==> src/rtl/irq_source_unit.sv <==
// Edge-detects device interrupt lines into a pending register and presents one
// locked request at a time to the core, retiring it on take/return pulses.
module irq_source_unit #(
  parameter int          NUM_SRC    = 16,
  parameter logic [31:0] CAUSE_BASE = 32'h1000_0010,
  localparam int         IDW        = (NUM_SRC > 1) ? $clog2(NUM_SRC) : 1
) (
  input  logic               clk_i,
  input  logic               rst_ni,
  input  logic [NUM_SRC-1:0] src_i,
  input  logic [NUM_SRC-1:0] en_mask_i,
  input  logic               irq_i,
  input  logic               irq_ret_i,
  output logic               irq_req_o,
  output logic [31:0]        irq_cause_o,
  output logic [IDW-1:0]     irq_id_o,
  output logic               busy_o,
  output logic [NUM_SRC-1:0] pending_o
);

  typedef enum logic [1:0] {
    IDLE    = 2'd0,
    REQ     = 2'd1,
    SERVICE = 2'd2
  } state_t;

  state_t             state, state_next;
  logic [IDW-1:0]     id, id_next, low_idx;
  logic [NUM_SRC-1:0] src_q, pending, rise, clr, eligible;

  assign rise     = src_i & ~src_q;
  assign eligible = pending & en_mask_i;
  assign clr      = (state == REQ && irq_i) ? (NUM_SRC'(1) << id) : '0;

  // Scan downward so the lowest eligible index is the last one written.
  always_comb begin
    low_idx = '0;
    for (int i = NUM_SRC - 1; i >= 0; i--) begin
      if (eligible[i]) low_idx = IDW'(i);
    end
  end

  always_comb begin
    state_next = state;
    id_next    = id;
    case (state)
      IDLE: begin
        if (|eligible) begin
          state_next = REQ;
          id_next    = low_idx;
        end
      end
      REQ:     if (irq_i)     state_next = SERVICE;
      SERVICE: if (irq_ret_i) state_next = IDLE;
      default: state_next = IDLE;
    endcase
  end

  // A rise on the bit being cleared re-sets it in the same cycle.
  always_ff @(posedge clk_i) begin
    if (!rst_ni) begin
      state   <= IDLE;
      id      <= '0;
      src_q   <= '0;
      pending <= '0;
    end else begin
      state   <= state_next;
      id      <= id_next;
      src_q   <= src_i;
      pending <= (pending & ~clr) | (rise & en_mask_i);
    end
  end

  assign irq_req_o   = (state == REQ);
  assign busy_o      = (state == SERVICE);
  assign irq_id_o    = (state == IDLE) ? '0 : id;
  assign irq_cause_o = (state == IDLE) ? 32'd0 : CAUSE_BASE + 32'(id);
  assign pending_o   = pending;

endmodule

==> config.mk <==
export PLATFORM = sky130hd
export DESIGN_NAME = irq_source_unit
export DESIGN_NICKNAME = d
export VERILOG_FILES = /design/src/rtl/irq_source_unit.sv
export SDC_FILE = /design/constraint.sdc
export NUM_CORES = 1
export LEC_CHECK = 0
export BUFFER_PORTS_ARGS = -buffer_cell sky130_fd_sc_hd__buf_2
export CAP_MARGIN = 10
export CORE_MARGIN = 2
export CORE_UTILIZATION = 45
export DETAILED_ROUTE_END_ITERATION = 16
export PLACE_DENSITY = 0.79
export SLEW_MARGIN = 25
export SYNTH_ARGS = -nofsm -noshare
export SYNTH_HDL_FRONTEND = slang
export SYNTH_SLANG_ARGS = --single-unit
==> constraint.sdc <==
create_clock -name clk_i -period 1.9 [get_ports clk_i]
set_clock_uncertainty 0.05 [all_clocks]
set_input_delay 0.19 -clock clk_i [delete_from_list [all_inputs] [get_ports clk_i]]
set_output_delay 0.19 -clock clk_i [all_outputs]
set_load 0.01 [all_outputs]
* Word level (Yosys, flattened, before mapping)
Index checks and enable logic that the tools add are counted.
** Storage, ports and cells
- Bits in registers :: 38
- Input port bits :: 36
- Output and inout port bits :: 54
** Operators by class
- $add $sub $neg :: 1
- Equal/unequal tests :: 5
- Shift operators :: 1
- Mux-type cells :: 23
- Bitwise logic cells :: 7
- Reductions and logical operators :: 5
** Operator list (number)
- 2-to-1 mux 4 bit :: 17
- AND 16 bit :: 4
- NOT 16 bit :: 2
- adder 29 x 4 -> 30 bit, first input constant :: 1
- 2-to-1 mux 30 bit :: 1
- 2-to-1 mux 16 bit :: 1
- bitwise OR 16 bit :: 1
- OR reduction 16 bit :: 1
- left shift 1 x 4 -> 16 bit, first input constant :: 1
- 2-to-1 mux 2 bit :: 3
- != test 2 bit, second input constant :: 3
- one-hot mux 2 bit (3 select lines) :: 1
- AND reduction 3 bit :: 1
- == test 2 x 1 -> 1 bit, second input constant :: 1
- == test 2 bit, second input constant :: 1
- logical NOT 2 bit :: 1
- AND reduction 2 bit :: 1
- logical AND 1 bit :: 1

* Depth between registers and ports, before layout
Gate-level depths: netlist of run 1.
- Word-level depth :: 17
- Depth in mapped cells :: 5
- Depth with buffers taken out :: 5

* Worst setup path after synthesis of run 1
No wires, ideal clock.
- Kind :: reg-to-reg
- Start point :: register state[1]
- End point :: register pending[0], in the netlist pending_o[0]
- Library setup time :: 120 ps
- Arrival time :: 1271 ps
- Setup slack :: 459 ps
- Cell stages (with the launch flop) :: 6
- Buffers on the path :: 0
- Clock period less this slack :: 1441 ps
- Cell sequence :: dfxtp_1 > and2b_1 > and2_4 > or3b_4 > o21ai_1 > a21oi_1
** On the way
- Longest elaborated chain between the ends :: 6
** Ends and longest elaborated chain
- start: declaration :: RTL line 27 : state_t state, state_next;
- start signal: assignment :: RTL line 67 : state <= state_next;
- == test 2 x 1 -> 1 bit
- via irq_req_o :: RTL line 14 : output logic irq_req_o,
- logical AND 1 bit :: RTL line 33 : assign clr = (state == REQ && irq_i) ? (NUM_SRC'(1) << id) : '0;
- 2-to-1 mux 16 bit :: RTL line 33
- NOT 16 bit :: RTL line 70 : pending <= (pending & ~clr) | (rise & en_mask_i);
- AND 16 bit :: RTL line 70
- bitwise OR 16 bit :: RTL line 70
- end signal: assignment :: RTL line 70
- end: declaration :: RTL line 29 : logic [NUM_SRC-1:0] src_q, pending, rise, clr, eligible;
The timed path passes the listed nets, and every way through them passes these cells.
A chain may end at the register's enable or synchronous reset.

* Final worst setup path of run 1
- Start point :: register pending[1], in the netlist pending_o[1]
- End point :: register id[2]
** On the way
- Longest elaborated chain between the ends :: 3
- Elaborated cells between the ends (all ways) :: 5
** Ends and longest elaborated chain
- AND 16 bit (*) :: RTL line 32 : assign eligible = pending & en_mask_i;
- OR reduction 16 bit / 2-to-1 mux 4 bit (equally long branches) :: RTL line 48, 39
- AND reduction 2 bit (no line) / 2-to-1 mux 4 bit (equally long branches)
- end signal: assignment :: RTL line 68 : id <= id_next;
- end: declaration :: RTL line 28 : logic [IDW-1:0] id, id_next, low_idx;
Mark *: on every way between the ends. The rest lies on a longest branch, timed or not.

==> results of run 1 <==
==> cell families (layout without fill, tap and decap cells) <==
logic type,count (synthesis),after routing,share of synthesized area
AOI/OAI and AO/OA,65,65,0.225
buffers and inverters,37,75,0.140
DFF,38,38,0.418
other,1,26,0.00206
and+or+nand+nor,63,63,0.215
==> power groups by stage <==
| stage | clock, mW | combinational [mW] | sequential [mW] |
|---|---|---|---|
| after floorplan | 0 | 0.270 | 0.921 |
| after global placement | 0 | 0.368 | 0.920 |
| after detailed placement | 0 | 0.372 | 0.921 |
| after CTS | 0.548 | 0.374 | 0.904 |
| after global routing | 0.588 | 0.419 | 0.913 |
| final | 0.542 | 0.373 | 0.905 |
==> critical path, cell delays in order (launching register included) <==
cell and delay (ns):
sky130_fd_sc_hd__dfxtp_1 0.34, sky130_fd_sc_hd__a22oi_1 0.29, sky130_fd_sc_hd__nand4_1 0.21, sky130_fd_sc_hd__nor2_1 0.36
sky130_fd_sc_hd__o211ai_1 0.13, sky130_fd_sc_hd__o41ai_1 0.09
==> area by class of cell <==
| type | instances | area [um2] | share of cell area |
|---|---|---|---|
| Inverter | 3 | 11.3 | 0.00523 |
| Multi-Input combinational cell | 154 | 900 | 0.418 |
| Sequential cell | 38 | 761 | 0.353 |
| Clock buffer | 6 | 82.6 | 0.0383 |
| Tap cell | 50 | 62.6 | 0.0290 |
| Timing Repair Buffer | 66 | 338 | 0.157 |
==> cell usage after synthesis, drive strengths merged, types with 2 or more instances <==
| cell | count |
|---|---|
| buf | 31 |
| and2 | 17 |
| a31oi | 3 |
| a21oi | 18 |
| nor2 | 3 |
| nor2b | 5 |
| dfxtp | 38 |
| nand4 | 2 |
| o21ai | 18 |
| clkbuf | 3 |
| a32o | 2 |
| o211ai | 3 |
| a22oi | 9 |
| inv | 2 |
| nand3b | 18 |
| nand2b | 2 |
| a22o | 2 |
| nand3 | 4 |
| nand2 | 8 |
| o31ai | 2 |
==> flip-flops by register name (all words and copies together) (netlist names) <==
register / flops
pending_o: 16
src_q: 16
id: 4
state: 2
==> worst max path at each step <==
stage | depth (start not counted) | slack, ns | endpoint
after CTS | 5 | 0.34 | id[2]$_SDFFE_PN0P_
after global placement | 5 | 0.42 | pending_o[6]$_SDFF_PN0_
after global routing | 5 | 0.17 | id[2]$_SDFFE_PN0P_
final | 5 | 0.33 | id[2]$_SDFFE_PN0P_
after floorplan | 5 | 0.46 | pending_o[0]$_SDFF_PN0_
after detailed placement | 5 | 0.36 | id[2]$_SDFFE_PN0P_
==> layer usage <==
| metal | GRT usage | up-vias | routed length [um] |
|---|---|---|---|
| met4 | 0.0689 | 0 | 64 |
| li1 | - | 811 | - |
| met3 | 0.0583 | 7 | 303 |
| met1 | 0.237 | 743 | 1760 |
| met5 | 0 | - | 0 |
| met2 | 0.303 | 71 | 1870 |
==> stage by stage <==
stage	hold WS (ns)	instances	total power [mW]	setup slack, ns	utilization
2_1_floorplan	0.257	229	1.19	0.459	-
3_3_place_gp	0.354	311	1.29	0.420	0.526
3_5_place_dp	0.360	311	1.29	0.362	0.526
4_1_cts	0.0567	317	1.83	0.342	0.546
5_1_grt	0.0649	317	1.92	0.171	0.546
6_report	0.0588	317	1.82	0.331	0.546
==> impl_metrics.prom, run 1 <==
# TYPE chip_impl_metric gauge
chip_impl_info{name="cts_root_buf",value="sky130_fd_sc_hd__clkbuf_8"} 1
chip_impl_metric{name="cts_hold_repair.buffers",unit=""} 0
chip_impl_metric{name="io-pin-count",unit=""} 90
chip_impl_metric{name="regToRegSetupSlack",unit="ns"} 0.33
chip_impl_info{name="worst_setup_path_start_kind",value="register"} 1
chip_impl_info{name="mostFrequentLayoutCell",value="sky130_fd_sc_hd__buf_2"} 1
chip_impl_info{name="outcome",value="completed"} 1
chip_impl_metric{name="placement.cell_area",unit="mm2"} 0.00207
chip_impl_metric{name="cp_data_arrival_time",unit="ns"} 1.70
chip_impl_info{name="r2r-start",value="pending_o[1]$_SDFF_PN0_"} 1
chip_impl_metric{name="core_area",unit="mm2"} 0.00394
chip_impl_info{name="critPathCaptureType",value="register"} 1
chip_impl_info{name="worstHoldStart",value="src_i[1]"} 1
chip_impl_metric{name="first_pass_iters",unit=""} 4
chip_impl_info{name="hold_path_end",value="src_q[1]$_SDFF_PN0_"} 1
chip_impl_info{name="worst_setup_path_startpoint",value="pending_o[1]$_SDFF_PN0_"} 1
chip_impl_metric{name="grt_pass1_vias",unit=""} 1441
chip_impl_metric{name="finalInstanceArea",unit="mm2"} 0.00215
chip_impl_metric{name="worst_setup_hold_path_clk_slew",unit="ns"} 0.07
chip_impl_metric{name="report.final.hold_viol_count",unit=""} 0
chip_impl_metric{name="synth-edff-count",unit=""} 0
chip_impl_metric{name="switchingPower",unit="mW"} 0.523
chip_impl_metric{name="die_area",unit="mm2"} 0.00457
chip_impl_metric{name="nets",unit=""} 304
chip_impl_metric{name="synthesis.yosys.warnings",unit=""} 0
chip_impl_metric{name="ys_seq_area_frac",unit=""} 0.418
chip_impl_metric{name="synthesis.area_per_instance",unit="um2"} 8.93
chip_impl_metric{name="worst_skew_pair.late_latency",unit="ns"} 0.29
chip_impl_metric{name="diodes",unit=""} 0
chip_impl_info{name="setup.worst_path.class",value="reg -> reg"} 1
chip_impl_info{name="most-common-layout-cells",value="sky130_fd_sc_hd__buf_2, sky130_fd_sc_hd__dfxtp_1, sky130_fd_sc_hd__conb_1"} 1
chip_impl_metric{name="global_route.usage.total",unit=""} 0.189
chip_impl_metric{name="async_reset_ff_frac",unit=""} 0
chip_impl_metric{name="finalSetupTns",unit="ns"} 0
chip_impl_info{name="synthDominantAreaCellType",value="sky130_fd_sc_hd__dfxtp_1"} 1
chip_impl_metric{name="effective_utilization_at_floorplan",unit=""} 0.462
chip_impl_info{name="setup_repair_after_global_routing_missed_its_margin",value="false"} 1
chip_impl_metric{name="yosysUniqueCellTypes",unit=""} 37
chip_impl_metric{name="gp_congestion",unit=""} 0.780
chip_impl_metric{name="clock_sinks",unit=""} 38
chip_impl_metric{name="detailed_place_hpwl",unit="mm"} 3.18
chip_impl_metric{name="number_of_antenna_violations_at_the_first_check_in_global_routing",unit=""} 0
chip_impl_metric{name="final-setup-viol-count",unit=""} 0
chip_impl_metric{name="clock_path_buffers",unit=""} 2
chip_impl_metric{name="die_width",unit="um"} 67.6
chip_impl_metric{name="synth_top_area_share",unit=""} 0.418
chip_impl_metric{name="ctsHtreeMaxLevel",unit=""} 2
chip_impl_metric{name="fillers",unit=""} 385
chip_impl_metric{name="placement_rows",unit=""} 23
chip_impl_metric{name="drc_errors",unit=""} 0
chip_impl_info{name="regToRegEndpoint",value="id[2]$_SDFFE_PN0P_"} 1
chip_impl_metric{name="post_cts_resize_count",unit=""} 0
chip_impl_metric{name="place.port_buffers",unit=""} 63
chip_impl_metric{name="detailroute.via_count",unit=""} 1632
chip_impl_metric{name="numCtsBuffers",unit=""} 5
chip_impl_metric{name="swShare",unit=""} 0.287
chip_impl_metric{name="die_y",unit="um"} 67.6
chip_impl_info{name="synth_flop_cell",value="sky130_fd_sc_hd__dfxtp_1"} 1
chip_impl_metric{name="drt-initial-drc-count",unit=""} 58
chip_impl_metric{name="peakVddDrop",unit="mV"} 0.447
chip_impl_metric{name="synth_cells",unit=""} 204
chip_impl_metric{name="cap_violations",unit=""} 0
chip_impl_metric{name="critical_path.max_fanout",unit=""} 6
chip_impl_metric{name="first_pass_grt_wire_length",unit="mm"} 6.47
chip_impl_metric{name="detail_route_antenna_nets",unit=""} 0
chip_impl_metric{name="detail_route.wirelength",unit="mm"} 4.00
chip_impl_metric{name="slew_viol_final",unit=""} 0
chip_impl_metric{name="power.combinational.fraction",unit=""} 0.205
chip_impl_metric{name="static-leakage-power",unit="nW"} 0.979
chip_impl_metric{name="gr-total-overflow",unit=""} 0
chip_impl_info{name="hold_path.class",value="in -> reg"} 1
chip_impl_info{name="synthTopCellsByArea",value="sky130_fd_sc_hd__dfxtp_1, sky130_fd_sc_hd__buf_4, sky130_fd_sc_hd__nand3b_1"} 1
chip_impl_metric{name="power.sequential.fraction",unit=""} 0.497
chip_impl_metric{name="drt-wirelength-per-cell",unit="um"} 12.6
chip_impl_metric{name="fraction_of_the_cycle_the_final_worst_path_needs",unit=""} 0.826
chip_impl_metric{name="final.min_clock_period",unit="ns"} 1.57
chip_impl_metric{name="share_of_layout_cells_above_drive_strength_1",unit=""} 0.288
chip_impl_metric{name="synth_seq_cells",unit=""} 38
chip_impl_metric{name="critical_path_required",unit="ns"} 2.03
chip_impl_metric{name="ratio_of_routed_vias_to_standard_cells",unit=""} 5.15
chip_impl_metric{name="power.clock.fraction",unit=""} 0.298
chip_impl_metric{name="power-per-cell-area",unit="mW/mm2"} 845
chip_impl_metric{name="largest_net_degree_at_the_start_of_global_routing",unit=""} 24
chip_impl_metric{name="cts.repair_timing.setup_buffer_count",unit=""} 0
chip_impl_metric{name="rr_worst_depth",unit=""} 5
chip_impl_info{name="cts_tree",value="yes"} 1
chip_impl_metric{name="p_int",unit="mW"} 1.30
chip_impl_metric{name="timing.hold.worst_path_depth",unit=""} 2
chip_impl_metric{name="max_freq",unit="MHz"} 637
chip_impl_metric{name="synth_area",unit="mm2"} 0.00182
chip_impl_metric{name="syn_to_final_growth",unit="%"} 18.3
No activity file was read; power rests on OpenSTA's default activity.
==> run 2, diff against run 1 <==
CORE_UTILIZATION = 41   (was 45)
PLACE_DENSITY = 0.76   (was 0.79)
clock period = 1.4 ns   (was 1.9 ns; I/O delays follow)
==> run 2 against run 1 <==
Against the previous run: the flow now finishes with violations (hold timing, setup timing); maximum frequency rose by 6.6%; clock power grew 110%; sequential share of layout area shrank 4.0 points; largest cell class unchanged; largest power group unchanged.
==> impl_metrics.prom, run 2 (synthesized netlist as in run 1, its figures left out) <==
# TYPE chip_impl_metric gauge
chip_impl_metric{name="core_area",unit="mm2"} 0.00432
chip_impl_metric{name="max_freq",unit="MHz"} 679
chip_impl_info{name="worst_setup_path_start_kind",value="register"} 1
chip_impl_metric{name="power-per-cell-area",unit="mW/mm2"} 1240
chip_impl_metric{name="effective_utilization_at_floorplan",unit=""} 0.421
chip_impl_info{name="crit_path_max_delay_cell_type",value="sky130_fd_sc_hd__or3b_4"} 1
chip_impl_info{name="setup.worst_path.class",value="reg -> reg"} 1
chip_impl_metric{name="report.final.hold_viol_count",unit=""} 1
chip_impl_metric{name="ctsHtreeMaxLevel",unit=""} 2
chip_impl_metric{name="syn_to_final_growth",unit="%"} 34.6
chip_impl_info{name="cpLargestDelayFamily",value="simple AND/OR/NAND/NOR gates"} 1
chip_impl_metric{name="diodes",unit=""} 0
chip_impl_info{name="cts_tree",value="yes"} 1
chip_impl_metric{name="final_critical_path_setup_slack",unit="ns"} -0.0719
chip_impl_metric{name="detailroute.via_count",unit=""} 1750
chip_impl_metric{name="critical_path_buf_inv_count",unit=""} 0
chip_impl_metric{name="peakVddDrop",unit="mV"} 0.639
chip_impl_metric{name="fraction_of_the_cycle_the_final_worst_path_needs",unit=""} 1.05
chip_impl_metric{name="cap_violations",unit=""} 0
chip_impl_metric{name="ratio_of_routed_vias_to_standard_cells",unit=""} 5.15
chip_impl_metric{name="die_y",unit="um"} 70.7
chip_impl_metric{name="design_power_total",unit="mW"} 3.05
chip_impl_metric{name="clock_sinks",unit=""} 38
chip_impl_metric{name="fillers",unit=""} 413
chip_impl_info{name="critPathCaptureType",value="register"} 1
chip_impl_info{name="violations",value="hold timing, setup timing"} 1
chip_impl_metric{name="drt-wirelength-per-cell",unit="um"} 13.8
chip_impl_info{name="outcome",value="finished, violations left"} 1
chip_impl_metric{name="number_of_antenna_violations_at_the_first_check_in_global_routing",unit=""} 0
chip_impl_metric{name="combined_area_of_the_multi_input_logic_cells",unit="um2"} 975
chip_impl_metric{name="worst_skew_pair.late_latency",unit="ns"} 0.30
chip_impl_metric{name="drt-initial-drc-count",unit=""} 81
chip_impl_metric{name="share_of_layout_cells_above_drive_strength_1",unit=""} 0.417
chip_impl_metric{name="drc_errors",unit=""} 0
chip_impl_metric{name="numCtsBuffers",unit=""} 5
chip_impl_metric{name="worst_setup_hold_path_clk_slew",unit="ns"} 0.08
chip_impl_metric{name="cp_data_arrival_time",unit="ns"} 1.61
chip_impl_metric{name="cp_slowest_stage_delay",unit="ns"} 0.41
chip_impl_metric{name="placedCellCount",unit=""} 326
chip_impl_metric{name="grt_pass1_vias",unit=""} 1619
chip_impl_info{name="timing.critical_path.cells",value="and2b_2 -> and2_4 -> or3b_4 -> o21ai_2 -> a21oi_1"} 1
chip_impl_metric{name="critical_path_required",unit="ns"} 1.54
chip_impl_metric{name="static-leakage-power",unit="nW"} 1.12
chip_impl_metric{name="layoutNonFillerInstCount",unit=""} 340
chip_impl_metric{name="place.port_buffers",unit=""} 63
chip_impl_metric{name="clock_path_buffers",unit=""} 2
chip_impl_metric{name="first_pass_iters",unit=""} 4
chip_impl_metric{name="nets",unit=""} 323
chip_impl_info{name="setup_repair_after_global_routing_missed_its_margin",value="true"} 1
chip_impl_metric{name="seq_area",unit="um2"} 767
chip_impl_info{name="mostFrequentLayoutCell",value="sky130_fd_sc_hd__buf_2"} 1
chip_impl_metric{name="placement_rows",unit=""} 24
chip_impl_metric{name="detailed_place_hpwl",unit="mm"} 3.46
chip_impl_metric{name="largest_net_degree_at_the_start_of_global_routing",unit=""} 17
chip_impl_info{name="hold_path.class",value="in -> reg"} 1
chip_impl_metric{name="global_route.usage.total",unit=""} 0.185
chip_impl_info{name="cts_root_buf",value="sky130_fd_sc_hd__clkbuf_8"} 1
chip_impl_metric{name="slew_viol_final",unit=""} 0
chip_impl_metric{name="finalInstanceArea",unit="mm2"} 0.00245
chip_impl_metric{name="die_width",unit="um"} 70.7
chip_impl_metric{name="detail_route.wirelength",unit="mm"} 4.71
chip_impl_metric{name="critical_path.max_fanout",unit=""} 4
chip_impl_metric{name="whs",unit="ns"} -0.0111
chip_impl_metric{name="final-setup-viol-count",unit=""} 7
chip_impl_metric{name="first_pass_grt_wire_length",unit="mm"} 7.33
chip_impl_metric{name="placement.cell_area",unit="mm2"} 0.00217
chip_impl_metric{name="io-pin-count",unit=""} 90
chip_impl_metric{name="cts_hold_repair.buffers",unit=""} 0
chip_impl_metric{name="final.min_clock_period",unit="ns"} 1.47
chip_impl_metric{name="detail_route_antenna_nets",unit=""} 0
chip_impl_metric{name="gp_congestion",unit=""} 0.775
chip_impl_metric{name="gr-total-overflow",unit=""} 0
chip_impl_metric{name="die_area",unit="mm2"} 0.00499
chip_impl_info{name="most-common-layout-cells",value="sky130_fd_sc_hd__buf_2, sky130_fd_sc_hd__dfxtp_1, sky130_fd_sc_hd__conb_1"} 1
[run 2: cell types whose count changed in the layout (fill, tap and decap cells not counted), moves of 3 or more]
cell	delta
sky130_fd_sc_hd__buf_4	+16
sky130_fd_sc_hd__a22oi_1	-8
sky130_fd_sc_hd__a22oi_2	+8
sky130_fd_sc_hd__o21ai_0	-8
sky130_fd_sc_hd__dfxtp_1	-5
sky130_fd_sc_hd__dfxtp_2	+5
sky130_fd_sc_hd__o21ai_1	+4
sky130_fd_sc_hd__o21ai_2	+4
sky130_fd_sc_hd__buf_6	+3
[run 2: layout make-up]
| type | count | share of cell area |
|---|---|---|
| multi-input combinational | 154 | 0.397 |
| sequential | 38 | 0.313 |
| clock inverter | 2 | 0.0245 |
| timing repair buffer | 85 | 0.201 |
| inverter | 3 | 0.00459 |
| clock buffer | 6 | 0.0337 |
| tap | 52 | 0.0265 |
[run 2: path summary, 6_finish.rpt]
kind / start / end / slack, ns / depth (start not counted)
worst max-delay path: state[1]$_SDFFE_PN0P_ / pending_o[6]$_SDFF_PN0_ / -0.07 / 5
worst min-delay path: irq_i / state[0]$_SDFFE_PN0P_ / -0.01 / 2
worst max register to register: state[1]$_SDFFE_PN0P_ / pending_o[6]$_SDFF_PN0_ / -0.07 / 5
worst min register to register: src_q[8]$_SDFF_PN0_ / pending_o[8]$_SDFF_PN0_ / 0.45 / 2
[run 2: per-layer routing]
metal / GRT usage / share of wire
met1: 0.229 / 0.42
met2: 0.306 / 0.49
met3: 0.0627 / 0.087
met4: 0.0608 / 0.011
met5: 0 / 0
[run 2: stage by stage]
| stage | hold slack, ns | util | worst slack, ns | setup TNS [ns] |
|---|---|---|---|---|
| final | -0.0111 | 0.567 | -0.0719 | -0.230 |
| after global placement | 0.309 | 0.503 | -0.0287 | -0.0943 |
| after detailed placement | 0.310 | 0.503 | -0.0862 | -0.252 |
| after CTS | 0.00245 | 0.545 | -0.0548 | -0.156 |
| after global routing | 0.00644 | 0.567 | -0.0990 | -1.10 |
| after floorplan | 0.207 | - | -0.0225 | -0.0898 |
[run 2: worst register-to-register path: cells and delay by family, from the launching register on]
kind	cells	cell delay [ns]
AO/OA/AOI/OAI	2	0.23
flip-flops	1	0.32
AND/OR/NAND/NOR	3	0.76
[run 2: where the power goes]
group          switching [mW]  internal [mW]
Sequential             0.0695           1.16
Combinational           0.345          0.316
Clock                   0.394          0.760
Total                   0.808           2.24
[run 2: timing repair]
action	in CTS	in global routing
setup buffers	2	4
setup endpoints to repair	14	29
pin swaps	5	9
resized for setup	8	26
